===== src/rtl/atm_keypad_entry_if.sv =====
// -----------------------------------------------------------------------------
// atm_keypad_entry_if
//
// Purpose : Bundles the keypad-side strobes and the controller-side entry
//           fields of the ATM keypad entry block into one interface.
//
// Signals :
//   key_valid        one-cycle key strobe
//   key_code   [3:0] 0-9 digit, 0xA CLEAR, 0xB ENTER, 0xC CANCEL, 0xD-0xF ignored
//   entry_ack        controller has consumed the assembled entry
//   credit_number [9:0]   latched card number
//   password      [9:0]   latched password
//   expiration_date [10:0] latched expiration year
//   entry_valid      all three fields latched, held until ack
//   entry_error      one-cycle pulse on a malformed field
//   exit             one-cycle pulse on cancel (or timeout when enabled)
//   state      [2:0] current FSM state, debug only
//
// Modports:
//   master : keypad / controller side (drives keys and ack)
//   slave  : atm_keypad_entry side (drives fields and status)
// -----------------------------------------------------------------------------
interface atm_keypad_entry_if;
   logic        key_valid;
   logic [3:0]  key_code;
   logic        entry_ack;
   logic [9:0]  credit_number;
   logic [9:0]  password;
   logic [10:0] expiration_date;
   logic        entry_valid;
   logic        entry_error;
   logic        exit;
   logic [2:0]  state;

   modport master (
      output key_valid, key_code, entry_ack,
      input  credit_number, password, expiration_date,
      input  entry_valid, entry_error, exit, state
   );

   modport slave (
      input  key_valid, key_code, entry_ack,
      output credit_number, password, expiration_date,
      output entry_valid, entry_error, exit, state
   );
endinterface


===== src/rtl/atm_keypad_entry.sv =====
// -----------------------------------------------------------------------------
// atm_keypad_entry
//
// Purpose : Front end of the ATM transaction controller. Collects decimal
//           keypad digits and assembles card number, password and expiration
//           year in that fixed order, then presents them with a ready
//           handshake (entry_valid / entry_ack). CANCEL produces a one-cycle
//           exit pulse; a malformed field produces a one-cycle entry_error.
//
// Ports   :
//   clock    input   system clock, rising edge
//   reset_n  input   asynchronous active-low reset
//   bus      slave   atm_keypad_entry_if (keys, ack, fields, status)
//
// Parameters:
//   TIMEOUT_CYCLES  idle cycles before automatic exit (timeout build only,
//                   must be >= 2)
//   MAX_DIGITS      maximum digits per field, exact digit count for the year
//
// Build option:
//   ATM_KEYPAD_TIMEOUT_EN  when defined, a 16-bit idle counter forces an
//                          exit after TIMEOUT_CYCLES cycles without a key
//                          while an entry is in progress or awaiting ack.
// -----------------------------------------------------------------------------
module atm_keypad_entry #(
   parameter int TIMEOUT_CYCLES = 1000,
   parameter int MAX_DIGITS     = 4
) (
   input  logic                clock,
   input  logic                reset_n,
   atm_keypad_entry_if.slave   bus
);

   localparam int CNT_W = $clog2(MAX_DIGITS + 1);

   typedef enum logic [2:0] {
      S_IDLE  = 3'd0,
      S_CARD  = 3'd1,
      S_PASS  = 3'd2,
      S_DATE  = 3'd3,
      S_READY = 3'd4,
      S_ERROR = 3'd5
   } state_t;

   // acc*10 + digit; MAX_DIGITS bounds acc to 9999 so 14 bits never wrap
   function automatic logic [13:0] acc_push(input logic [13:0] acc,
                                            input logic [3:0]  digit);
      return (acc * 14'd10) + {10'd0, digit};
   endfunction

   state_t             state_q, state_nxt;
   logic [13:0]        acc_q, acc_nxt;
   logic [CNT_W-1:0]   cnt_q, cnt_nxt;
   logic [9:0]         credit_q, credit_nxt;
   logic [9:0]         pass_q, pass_nxt;
   logic [10:0]        date_q, date_nxt;
   logic               valid_q, valid_nxt;
   logic               error_q, error_nxt;
   logic               exit_q, exit_nxt;

   logic               key_digit, key_clear, key_enter, key_cancel;
   logic               range_bad;
   logic               tmo_fire;

   assign key_digit  = bus.key_valid && (bus.key_code <= 4'd9);
   assign key_clear  = bus.key_valid && (bus.key_code == 4'hA);
   assign key_enter  = bus.key_valid && (bus.key_code == 4'hB);
   assign key_cancel = bus.key_valid && (bus.key_code == 4'hC);

   // Card and password fit 10 bits, the year fits 11 bits
   assign range_bad = (state_q == S_DATE) ? (acc_q > 14'd2047)
                                          : (acc_q > 14'd1023);

`ifdef ATM_KEYPAD_TIMEOUT_EN
   logic [15:0] idle_cnt_q;
   logic [15:0] idle_cnt_inc;
   logic        counting;

   assign counting     = (state_q == S_CARD) || (state_q == S_PASS) ||
                         (state_q == S_DATE) || (state_q == S_READY);
   assign idle_cnt_inc = idle_cnt_q + 16'd1;
   // Fires on the edge where the count reaches TIMEOUT_CYCLES-1; a key in
   // the same cycle wins and simply restarts the count.
   assign tmo_fire     = counting && !bus.key_valid &&
                         (idle_cnt_inc == 16'(TIMEOUT_CYCLES - 1));

   always_ff @(posedge clock or negedge reset_n) begin
      if (!reset_n) begin
         idle_cnt_q <= 16'd0;
      end else if (bus.key_valid || !counting || tmo_fire) begin
         idle_cnt_q <= 16'd0;
      end else begin
         idle_cnt_q <= idle_cnt_inc;
      end
   end
`else
   // No idle counter: the FSM waits indefinitely for keys or ack
   assign tmo_fire = 1'b0 & (TIMEOUT_CYCLES != 0);
`endif

   always_ff @(posedge clock or negedge reset_n) begin
      if (!reset_n) begin
         state_q <= S_IDLE;
      end else begin
         state_q <= state_nxt;
      end
   end

   always_comb begin
      state_nxt  = state_q;
      acc_nxt    = acc_q;
      cnt_nxt    = cnt_q;
      credit_nxt = credit_q;
      pass_nxt   = pass_q;
      date_nxt   = date_q;
      exit_nxt   = 1'b0;

      case (state_q)
         S_IDLE: begin
            if (key_digit) begin
               state_nxt = S_CARD;
               acc_nxt   = {10'd0, bus.key_code};
               cnt_nxt   = CNT_W'(1);
            end
         end

         S_CARD, S_PASS, S_DATE: begin
            if (key_digit) begin
               // Digits beyond MAX_DIGITS are dropped without error
               if (cnt_q < CNT_W'(MAX_DIGITS)) begin
                  acc_nxt = acc_push(acc_q, bus.key_code);
                  cnt_nxt = cnt_q + CNT_W'(1);
               end
            end else if (key_clear) begin
               acc_nxt = 14'd0;
               cnt_nxt = '0;
            end else if (key_enter && (cnt_q != '0)) begin
               if (range_bad ||
                   ((state_q == S_DATE) && (cnt_q != CNT_W'(MAX_DIGITS)))) begin
                  state_nxt = S_ERROR;
               end else begin
                  acc_nxt = 14'd0;
                  cnt_nxt = '0;
                  case (state_q)
                     S_CARD: begin
                        credit_nxt = acc_q[9:0];
                        state_nxt  = S_PASS;
                     end
                     S_PASS: begin
                        pass_nxt  = acc_q[9:0];
                        state_nxt = S_DATE;
                     end
                     default: begin
                        date_nxt  = acc_q[10:0];
                        state_nxt = S_READY;
                     end
                  endcase
               end
            end else if (key_cancel || tmo_fire) begin
               state_nxt  = S_IDLE;
               exit_nxt   = 1'b1;
               acc_nxt    = 14'd0;
               cnt_nxt    = '0;
               credit_nxt = 10'd0;
               pass_nxt   = 10'd0;
               date_nxt   = 11'd0;
            end
         end

         S_READY: begin
            // CANCEL takes priority over a simultaneous ack
            if (key_cancel || tmo_fire) begin
               state_nxt  = S_IDLE;
               exit_nxt   = 1'b1;
               credit_nxt = 10'd0;
               pass_nxt   = 10'd0;
               date_nxt   = 11'd0;
            end else if (bus.entry_ack) begin
               // Fields are retained until the next card ENTER
               state_nxt = S_IDLE;
            end
         end

         S_ERROR: begin
            // Any key arriving in this cycle is discarded
            state_nxt  = S_IDLE;
            acc_nxt    = 14'd0;
            cnt_nxt    = '0;
            credit_nxt = 10'd0;
            pass_nxt   = 10'd0;
            date_nxt   = 11'd0;
         end

         default: begin
            state_nxt = S_IDLE;
            acc_nxt   = 14'd0;
            cnt_nxt   = '0;
         end
      endcase

      // Status flags follow the state being entered, giving 1-cycle latency
      valid_nxt = (state_nxt == S_READY);
      error_nxt = (state_nxt == S_ERROR);
   end

   always_ff @(posedge clock or negedge reset_n) begin
      if (!reset_n) begin
         acc_q    <= 14'd0;
         cnt_q    <= '0;
         credit_q <= 10'd0;
         pass_q   <= 10'd0;
         date_q   <= 11'd0;
         valid_q  <= 1'b0;
         error_q  <= 1'b0;
         exit_q   <= 1'b0;
      end else begin
         acc_q    <= acc_nxt;
         cnt_q    <= cnt_nxt;
         credit_q <= credit_nxt;
         pass_q   <= pass_nxt;
         date_q   <= date_nxt;
         valid_q  <= valid_nxt;
         error_q  <= error_nxt;
         exit_q   <= exit_nxt;
      end
   end

   assign bus.credit_number   = credit_q;
   assign bus.password        = pass_q;
   assign bus.expiration_date = date_q;
   assign bus.entry_valid     = valid_q;
   assign bus.entry_error     = error_q;
   assign bus.exit            = exit_q;
   assign bus.state           = state_q;

endmodule


===== src/flat_wrapper.sv =====
// flat-port wrapper written by rule: the top's interface ports become plain ports
module atm_keypad_entry_flat 
#(
   parameter int TIMEOUT_CYCLES = 1000,
   parameter int MAX_DIGITS     = 4
)
  (clock, reset_n, bus_key_valid, bus_key_code, bus_entry_ack, bus_credit_number, bus_password, bus_expiration_date, bus_entry_valid, bus_entry_error, bus_exit, bus_state);
  atm_keypad_entry_if bus_i ();
  input  logic clock;
  input  logic reset_n;
  input wire logic [$bits(bus_i.key_valid)-1:0] bus_key_valid;
  input wire logic [$bits(bus_i.key_code)-1:0] bus_key_code;
  input wire logic [$bits(bus_i.entry_ack)-1:0] bus_entry_ack;
  output wire logic [$bits(bus_i.credit_number)-1:0] bus_credit_number;
  output wire logic [$bits(bus_i.password)-1:0] bus_password;
  output wire logic [$bits(bus_i.expiration_date)-1:0] bus_expiration_date;
  output wire logic [$bits(bus_i.entry_valid)-1:0] bus_entry_valid;
  output wire logic [$bits(bus_i.entry_error)-1:0] bus_entry_error;
  output wire logic [$bits(bus_i.exit)-1:0] bus_exit;
  output wire logic [$bits(bus_i.state)-1:0] bus_state;
  assign bus_i.key_valid = bus_key_valid;
  assign bus_i.key_code = bus_key_code;
  assign bus_i.entry_ack = bus_entry_ack;
  assign bus_credit_number = bus_i.credit_number;
  assign bus_password = bus_i.password;
  assign bus_expiration_date = bus_i.expiration_date;
  assign bus_entry_valid = bus_i.entry_valid;
  assign bus_entry_error = bus_i.entry_error;
  assign bus_exit = bus_i.exit;
  assign bus_state = bus_i.state;
  atm_keypad_entry #(.TIMEOUT_CYCLES(TIMEOUT_CYCLES), .MAX_DIGITS(MAX_DIGITS)) u_core (.clock(clock), .reset_n(reset_n), .bus(bus_i));
endmodule

===== config.mk =====
export PLATFORM = sky130hd
export DESIGN_NAME = atm_keypad_entry_flat
export DESIGN_NICKNAME = d
export VERILOG_FILES = /design/src/rtl/atm_keypad_entry_if.sv /design/src/rtl/atm_keypad_entry.sv /design/src/flat_wrapper.sv
export SDC_FILE = /design/constraint.sdc
export NUM_CORES = 1
export LEC_CHECK = 0
export ABC_AREA = 1
export CORE_MARGIN = 2
export CORE_UTILIZATION = 55
export CTS_BUF_LIST = sky130_fd_sc_hd__clkbuf_8
export DETAILED_ROUTE_END_ITERATION = 8
export DONT_BUFFER_PORTS = 1
export PLACE_DENSITY = 0.7
export REMOVE_ABC_BUFFERS = 1
export SLEW_MARGIN = 20
export SYNTH_ARGS = -nofsm -noshare
export SYNTH_HDL_FRONTEND = slang
export SYNTH_SLANG_ARGS = --single-unit

===== constraint.sdc =====
create_clock -name clock -period 6.9 [get_ports clock]
set_clock_uncertainty 0.2 [all_clocks]
set_input_delay 0.345 -clock clock [delete_from_list [all_inputs] [get_ports clock]]
set_output_delay 0.345 -clock clock [all_outputs]
set_load 0.05 [all_outputs]

==> flow_summary.ini, run 1 <==
[outcome]
status = complete, no violations

[sta]
period_share_pct = 43.60
slew_viol_final = 0
hold_viol = 0
setup_violations = 0
worst_pin_slew_ns = 0.9587
fmax_mhz = 332.4
rsz0062_at_grt = no
final.setup.tns_ns = 0
period_minus_slack_ns = 3.008
relSlewSlack_pct = 35.93
hold-worst-slack_ns = 0.06130

[floorplan]
die_h_um = 83.73
start_util_pct = 56.01
io_pins = 45
die-area_mm2 = 0.007010
die_width_um = 83.73
num_rows = 29
core_mm2 = 0.006241

[hold_path]
min_path_type = input port to register

[final_layout]
multi_input_area_mm2 = 0.001866
layout_common_cells = nand2_1 (145), nand3_1 (61), dfrtp_1 (54)
layout_commonest_cell = nand2_1
regArea_mm2 = 0.001351
n_antenna_cell = 0
fillers = 607
fin_nets = 500
fin_util_pct = 59.14
area_growth_syn_to_layout_pct = 5.583
drive_above_1_share_pct = 7.066

[power_and_ir_drop]
p_per_area_mw_per_mm2 = 248.5
leakage_nw = 1.989
ir_drop_mv = 0.1502

[logic_synthesis]
synth_edf_count = 0
avgSynthCellArea_um2 = 7.502
ys.flop_type = dfrtp_1
yosysTopAreaCellShare_pct = 38.65
synth_area_leaders = dfrtp_1 (39%), nand2_1 (16%), nand3_1 (8.7%), ha_1 (8.6%), inv_1 (5.7%)
synth_cell_types = 40
synth_area_leader_cell = dfrtp_1
synthArstFlopShare_pct = 100.0
synth_seq_cells = 54
synth_cells = 466
ys_warn_count = 0
netlist_area_mm2 = 0.003496
yosysSeqAreaShare_pct = 38.65

[critical_path]
cp_slowest_stage_delay_ns = 0.54
critPathCaptureType = register
crit_top_cell = nand3_1
critPathKind = register to register
path_cells = ha_1, ha_1, fa_1, nand2_1, nor2_1, nand2_1, a21oi_1, nand3_1, nor2_1, nand3_1, nand3_1, nand3_1, nand2_1
critPathLaunchType = register
slowest_stage = fa_1
crit_arrival_ns = 3.07
critPathRequiredTime_ns = 6.96
path_max_fanout = 5

[placed_design]
place_hpwl_um = 6042
place.gp.congestion = 0.9046
io_buffer_count = 0

[cts]
clock-sinks = 54
post_cts_buffers = 0
cts.path.max_buffers = 2
cts_buffers = 5
clkLatencyLatePin_ns = 0.31
cts_max_level = 2
cts_tree = built
path_clk_slew_ns = 0.11
root_buffer = clkbuf_8

[global_route]
grt_pass1_vias = 2856
grt_usage_pct = 23.81
grt_max_degree = 55
grt-ovfl-total = 0
grt_first_pass_wirelength_um = 13660
antenna_found_initial = 0

[routing]
drc_errors = 0
num_vias = 3012
routed_via_density = 5.537
first_pass_iters = 4
antenna_left = 0
wirelength_um = 7961
wl_per_cell_um = 14.63
drtIter0Drc = 163

[job]
cap_violations = 0
## timing repair
action                                 CTS  global route
resized for setup                        0             0
hold buffers                             3             0
endpoints found under the hold margin   55             0
## logic make-up after synthesis
| logic type | count (synthesis) | synth area share [%] |
|---|---|---|
| simple gates | 268 | 34.18 |
| buf+inv | 67 | 7.981 |
| flops | 54 | 38.65 |
| compound gates | 44 | 7.695 |
| fa+ha+maj | 26 | 9.735 |
| xor+xnor | 7 | 1.754 |
## power breakdown
group	total [mW]	internal [mW]	switching, mW
Clock	0.224	0.110	0.113
Sequential	0.427	0.344	0.0826
Combinational	0.266	0.0978	0.169
Total	0.917	0.552	0.365
## metal layers
metal / share of wire, % / track usage, % / routed length [um] / vias up
li1: - / - / - / 1524
met1: 47 / 32.59 / 3740 / 1407
met2: 48 / 39.85 / 3792 / 79
met3: 5.3 / 4.649 / 419 / 2
met4: 0.10 / 4.252 / 8 / 0
met5: 0 / 0 / 0 / -
## cells in the mapped netlist, types with 2 or more instances
cell and count:
fa_1 2, o22ai_1 4, o21ai_0 6, nor2_2 6
clkbuf_1 4, nand3_1 61, nand4_1 8, nand2_1 145
o21ai_1 8, nand2_2 2, nor2_1 33, ha_1 24
xor2_1 3, nor3_1 3, inv_2 4, o21ai_2 3
a22oi_1 2, o211ai_1 2, xnor2_1 4, dfrtp_1 54
inv_1 53, nand3b_1 2, buf_4 3, buf_6 2
a21oi_1 13
## state kept, by name, indices dropped and copies added, names as in the netlist
signal	flops
u_core.bus.expiration_date	11
u_core.cnt_q	3
u_core.bus.exit	1
u_core.bus.credit_number	10
u_core.bus.password	10
u_core.bus.entry_error	1
u_core.acc_q	14
u_core.bus.state	3
u_core.bus.entry_valid	1
## cell type report
cell class,count,area share [%]
clock buffer,5,1.864
clock inverter,3,1.288
timing repair buffer,3,1.288
tap,77,2.610
inverter,57,5.797
multi-input combinational,345,50.54
sequential,54,36.61
## critical path, delay by kind of cell (launching register included)
| family | cells | cell delay, ns |
|---|---|---|
| adder cells (fa/ha/maj) | 3 | 1.12 |
| AO/OA/AOI/OAI | 1 | 0.21 |
| AND/OR/NAND/NOR | 9 | 0.99 |
| flip-flops | 1 | 0.46 |
## stage by stage
stage | setup WS [ns] | power, mW | instance area [um2] | instances
4_1_cts | 3.921 | 0.9200 | 3691 | 544
3_3_place_gp | 4.004 | 0.6777 | 3527 | 533
2_1_floorplan | 4.228 | 0.6301 | 3431 | 456
3_5_place_dp | 3.929 | 0.6869 | 3527 | 533
6_report | 3.892 | 0.9172 | 3691 | 544
5_1_grt | 3.633 | 0.9702 | 3691 | 544
## final timing paths
path | from | endpoint | slack [ns] | cells past startpoint
setup / recovery | u_core.acc_q[1] | u_core.acc_q[12] | 3.89 | 13
hold / removal | bus_key_valid | u_core.bus.state[0] | 0.06 | 2
setup reg to reg | u_core.acc_q[1] | u_core.acc_q[12] | 3.89 | 13
hold reg to reg | u_core.acc_q[13] | u_core.acc_q[13] | 0.30 | 2
max in group asynchronous | reset_n | u_core.acc_q[9] | 5.92 | 2
min in group asynchronous | reset_n | u_core.bus.password[3] | 0.35 | 2
Power figures use the tool's default switching activity.
==> inputs of run 2 (changes only) <==
PLACE_DENSITY = 0.73   (was 0.7)
clock period = 2.4 ns   (was 6.9 ns; I/O delays follow)
==> run 2 against run 1 <==
Against the previous run:
- the flow now finishes with violations (setup timing)
- combinational power grew to 4.1 times the previous value
- fmax rose by 14%
- sequential share of layout area down 3.8 points
- sequential power rose to 2.8 times the previous value
- total power increased to 3.2 times the previous value
- global-route usage is 1.5 points higher
- critical endpoint unchanged
- via count is 5.3% higher
==> flow_summary.ini, run 2 (synthesis results as in run 1) <==
[outcome]
violations = setup timing
status = complete, but fails checks

[critical_path]
critPathCaptureType = register
crit_arrival_ns = 2.65
critPathLaunchType = register
critPathKind = register to register
worstRegToRegCells = 12
critPathRequiredTime_ns = 2.41
path_max_fanout = 4

[global_route]
grt_usage_pct = 25.30
antenna_found_initial = 0
grt_pass1_vias = 3107
grt_first_pass_wirelength_um = 14490
grt-ovfl-total = 0
grt_max_degree = 55

[placed_design]
place_hpwl_um = 6274
io_buffer_count = 0
place.gp.congestion = 0.8895

[power_and_ir_drop]
clockPowerShare_pct = 22.1
p_per_area_mw_per_mm2 = 708.3
swShare_pct = 38.82
p_comb_share_pct = 36.8
intPower_mw = 1.786
leakage_nw = 2.180
ir_drop_mv = 0.4976
p_seq_share_pct = 41.1
p_total_mw = 2.919
power_switching_mw = 1.133

[floorplan]
die_h_um = 83.73
io_pins = 45
core_mm2 = 0.006241
start_util_pct = 56.01
num_rows = 29
die-area_mm2 = 0.007010
die_width_um = 83.73

[final_layout]
regArea_mm2 = 0.001351
n_antenna_cell = 0
largest_register_ffs = 14
layout_common_cells = nand2_1 (144), nand3_1 (59), dfrtp_1 (54)
multi_input_area_mm2 = 0.001968
fillers = 529
largest_register = u_core.acc_q
layout_commonest_cell = nand2_1
fin_nets = 541
drive_above_1_share_pct = 15.94
area_growth_syn_to_layout_pct = 17.90

[sta]
worst_pin_slew_ns = 0.5092
hold_viol = 0
relSlewSlack_pct = 66.05
rsz0062_at_grt = yes
period_share_pct = 110.0
period_minus_slack_ns = 2.639
slew_viol_final = 0
setup_ws_ns = -0.2390
final.setup.tns_ns = -1.181
fmax_mhz = 378.9
setup_violations = 8

[routing]
first_pass_iters = 4
routed_via_density = 5.421
wirelength_um = 8550
drtIter0Drc = 200
drc_errors = 0
antenna_left = 0
num_vias = 3171
wl_per_cell_um = 14.62

[cts]
path_clk_slew_ns = 0.11
cts_max_level = 2
cts_buffers = 5
cts_tree = built
root_buffer = clkbuf_8
post_cts_buffers = 0
clock-sinks = 54
cts.path.max_buffers = 2
clkLatencyLatePin_ns = 0.31

[job]
cap_violations = 0

[hold_path]
min_path_type = input port to register
hold_path_depth = 3
run 2: worst max-delay path, stage by stage, from the launching register on:
cell	delay, ns
dfrtp_1	0.43
ha_4	0.26
ha_4	0.16
fa_2	0.59
nand2_2	0.06
nor2_1	0.08
nand2_1	0.09
a21oi_2	0.19
nand3_2	0.11
nor2_4	0.13
nand4_1	0.08
nand3_1	0.08
nand2_1	0.05
run 2: metal layers:
metal | share of wire (%) | global-route usage [%] | wire [um]
met1 | 44 | 34.25 | 3780
met5 | 0 | 0 | 0
met3 | 6.9 | 5.143 | 588
met2 | 47 | 41.09 | 3997
met4 | 2.1 | 7.771 | 182
run 2: cell type report:
| class | instances | area share, % |
|---|---|---|
| Multi-Input combinational cell | 345 | 47.75 |
| Inverter | 57 | 5.191 |
| Clock buffer | 5 | 1.670 |
| Clock inverter | 3 | 1.154 |
| Tap cell | 77 | 2.338 |
| Sequential cell | 54 | 32.79 |
| Timing Repair Buffer | 44 | 9.107 |
run 2: through the flow:
stage / setup slack [ns] / std cells / utilization [%] / area [um2] / hold slack (ns)
finish: -0.2390 / 585 / 66.04 / 4121 / 0.02195
global route: -0.3721 / 585 / 66.04 / 4121 / 0.03211
CTS: -0.2116 / 585 / 64.96 / 4054 / 0.01766
detailed placement: -0.3001 / 566 / 60.49 / 3775 / -0.3746
global placement: -0.2629 / 566 / 60.49 / 3775 / -0.3746
floorplan: -0.2715 / 456 / - / 3431 / -0.3756
run 2: path summary, 6_finish.rpt:
path | from | endpoint | slack, ns
setup / recovery | u_core.acc_q[3] | u_core.acc_q[12] | -0.24
hold / removal | bus_key_code[1] | u_core.acc_q[1] | 0.02
setup reg to reg | u_core.acc_q[3] | u_core.acc_q[12] | -0.24
hold reg to reg | u_core.acc_q[13] | u_core.acc_q[13] | 0.29
max in group asynchronous | reset_n | u_core.cnt_q[2] | 1.65
min in group asynchronous | reset_n | u_core.bus.password[4] | 0.11
run 2: power by group through the flow:
| stage | Clock (mW) | Sequential [mW] | Combinational, mW |
|---|---|---|---|
| floorplan | 0 | 1.22 | 0.594 |
| global placement | 0 | 1.21 | 0.866 |
| detailed placement | 0 | 1.21 | 0.886 |
| CTS | 0.650 | 1.19 | 0.957 |
| global route | 0.673 | 1.21 | 1.20 |
| finish | 0.645 | 1.20 | 1.08 |
run 2: what timing repair did:
item / in CTS / in global routing
hold endpoints to repair: 63 / 0
hold buffers: 11 / 0
resized for setup: 8 / 12
pin swaps: 2 / 6
setup endpoints to repair: 9 / 17
==> inputs of run 3 (changes only) <==
CELL_PAD_IN_SITES_DETAIL_PLACEMENT = 1   (was not set)
CELL_PAD_IN_SITES_GLOBAL_PLACEMENT = 1   (was not set)
CORE_UTILIZATION = 44   (was 55)
CTS_CLUSTER_DIAMETER = 150   (was not set)
PLACE_DENSITY = not set   (was 0.73)
PLACE_DENSITY_LB_ADDON = 0.1   (was not set)
==> run 3 against run 2 <==
Against the previous run:
- the flow still finishes with violations (setup timing)
- count of clock-buffer cells in the layout did not move
- sequential power barely moved
- fmax fell by 3.1%
- total power rose by 2.2%
- flip-flop and latch count did not move
- hold slack got worse by 0.012 ns
- cell area rose by 3.2%
- non-clock buffer count rose by 12
- worst setup slack got worse by 0.086 ns
- first-iteration DRC count fell by 38%
- critical path type unchanged
==> flow_summary.ini, run 3 (synthesis results as in run 1) <==
[sta]
rsz0062_at_grt = yes
period_minus_slack_ns = 2.725
final.setup.tns_ns = -1.622
hold-worst-slack_ns = 0.009786
relSlewSlack_pct = 65.97
fmax_mhz = 367.0
worst_pin_slew_ns = 0.5105
hold_viol = 0
slew_viol_final = 0
period_share_pct = 113.5
setup_ws_ns = -0.3247
setup_violations = 8

[critical_path]
crit_top_cell = nand3_1
critPathKind = register to register
critPathLaunchType = register
cp-startpoint = u_core.acc_q[1]
critPathRequiredTime_ns = 2.42
slowest_stage = fa_1
cp_slowest_stage_delay_ns = 0.50
critPathCaptureType = register
path_max_fanout = 2
crit_buf_inv = 1
path_cells = ha_1, ha_2, fa_1, buf_4, nand3_4, nor2_4, nand2_1, nor2_1, nand3_1, nor2_2, nand3_1, nand3_1, nand2_1
cp_top_family = adder cells
crit_arrival_ns = 2.74
r2r_start = u_core.acc_q[1]

[final_layout]
fin_nets = 553
fillers = 970
layout_common_cells = nand2_1 (143), nand3_1 (54), dfrtp_1 (54)
n_antenna_cell = 0
fin_util_pct = 55.02
layoutNonFillerInstCount = 622
largest_register_ffs = 14
drive_above_1_share_pct = 19.23
layout_commonest_cell = nand2_1
largest_register = u_core.acc_q
area_growth_syn_to_layout_pct = 21.62
final_cell_area_mm2 = 0.004252

[routing]
routed_via_density = 5.336
drtIter0Drc = 124
antenna_left = 0
first_pass_iters = 4
num_vias = 3319
drc_errors = 0
wl_per_cell_um = 17.49
wirelength_um = 10880

[hold_path]
hold_start = bus_key_code[2]
min_path_type = input port to register

[cts]
cts.path.max_buffers = 2
root_buffer = clkbuf_8
cts_max_level = 2
cts_buffers = 5
path_clk_slew_ns = 0.11
clock-sinks = 54
cts_tree = built
clkLatencyLatePin_ns = 0.31

[placed_design]
io_buffer_count = 0
dp.cells = 596
place_area_mm2 = 0.003844
place.gp.congestion = 0.8341
place_hpwl_um = 8052

[power_and_ir_drop]
power_switching_mw = 1.253
intPower_mw = 1.729
p_comb_share_pct = 41.2
leakage_nw = 2.253
clockPowerShare_pct = 18.5
p_per_area_mw_per_mm2 = 701.5
p_seq_share_pct = 40.3
ir_drop_mv = 0.4110
swShare_pct = 42.02

[floorplan]
io_pins = 45
die_h_um = 93.14
die_width_um = 93.14
die-area_mm2 = 0.008674
core_mm2 = 0.007727
start_util_pct = 45.24
num_rows = 32

[outcome]
status = complete, but fails checks
violations = setup timing

[global_route]
use_met3_pct = 4.029
grt_use_met2_pct = 45.89
grt_pass1_vias = 3567
grt_usage_pct = 25.74
busiest_layer = met2
grt-ovfl-total = 0
grt_first_pass_wirelength_um = 17560
grt_max_degree = 55
grt_use_met1_pct = 33.09
antenna_found_initial = 0

[job]
cap_violations = 0
-- run 3: changes by cell type in the layout (fill, tap and decap cells not counted), sizes merged --
| cell | before | now |
|---|---|---|
| buf | 34 | 47 |
| bufinv | 1 | 0 |
| clkinv | 1 | 2 |
| dlygate4sd3 | 10 | 9 |
-- run 3: metrics by stage --
step	setup slack (ns)	power, mW
2_1_floorplan	-0.2715	1.812
3_3_place_gp	-0.2935	2.168
3_5_place_dp	-0.5003	2.227
4_1_cts	-0.3185	2.969
5_1_grt	-0.4684	3.144
6_report	-0.3247	2.983
-- run 3: layout make-up --
cell class,instances,area (um2),area share (%)
clock buffers,5,68.82,1.619
clock inverters,3,28.78,0.6769
inverters,57,216.5,5.091
multi-input cells,345,1981,46.59
flip-flops and latches,54,1351,31.78
well taps,102,127.6,3.002
repair buffers,56,478.0,11.24
-- run 3: power by group through the flow --
stage                     Sequential [mW]  Clock (mW)  Combinational, mW
final                                1.20       0.551               1.23
after global routing                 1.21       0.592               1.34
after CTS                            1.20       0.566               1.20
after detailed placement             1.22           0               1.01
after global placement               1.21           0              0.956
after floorplan                      1.22           0              0.594
-- run 3: metal layers --
metal / vias up / share of wire, %
met1: 1634 / 43
met2: 55 / 52
met3: 9 / 3.7
met5: - / 0
met4: 0 / 0.84
li1: 1621 / -
-- run 3: path summary, 6_finish.rpt --
path                            slack [ns]                             to  cells after the start
worst max register to register       -0.32               u_core.acc_q[13]                     13
worst min register to register        0.30               u_core.acc_q[13]                      2
worst max-delay path                 -0.32               u_core.acc_q[13]                     13
max in group asynchronous             1.64    u_core.bus.credit_number[8]                      2
min in group asynchronous             0.11  u_core.bus.expiration_date[6]                      2
worst min-delay path                  0.01                u_core.acc_q[2]                      3
-- run 3: repair_timing --
item                       in CTS  in global routing
buffers inserted                7                  4
hold endpoints to repair       63                  0
gates resized for setup        20                 14
hold buffers                   10                  0
pin swaps                       8                  6
setup endpoints to repair      19                 42
-- run 3: worst register-to-register path, delay by kind of cell (launching register included) --
family,cells,cell delay [ns]
adders and majority gates,3,1.02
buffers and inverters,1,0.14
DFF,1,0.41
and+or+nand+nor,9,0.87
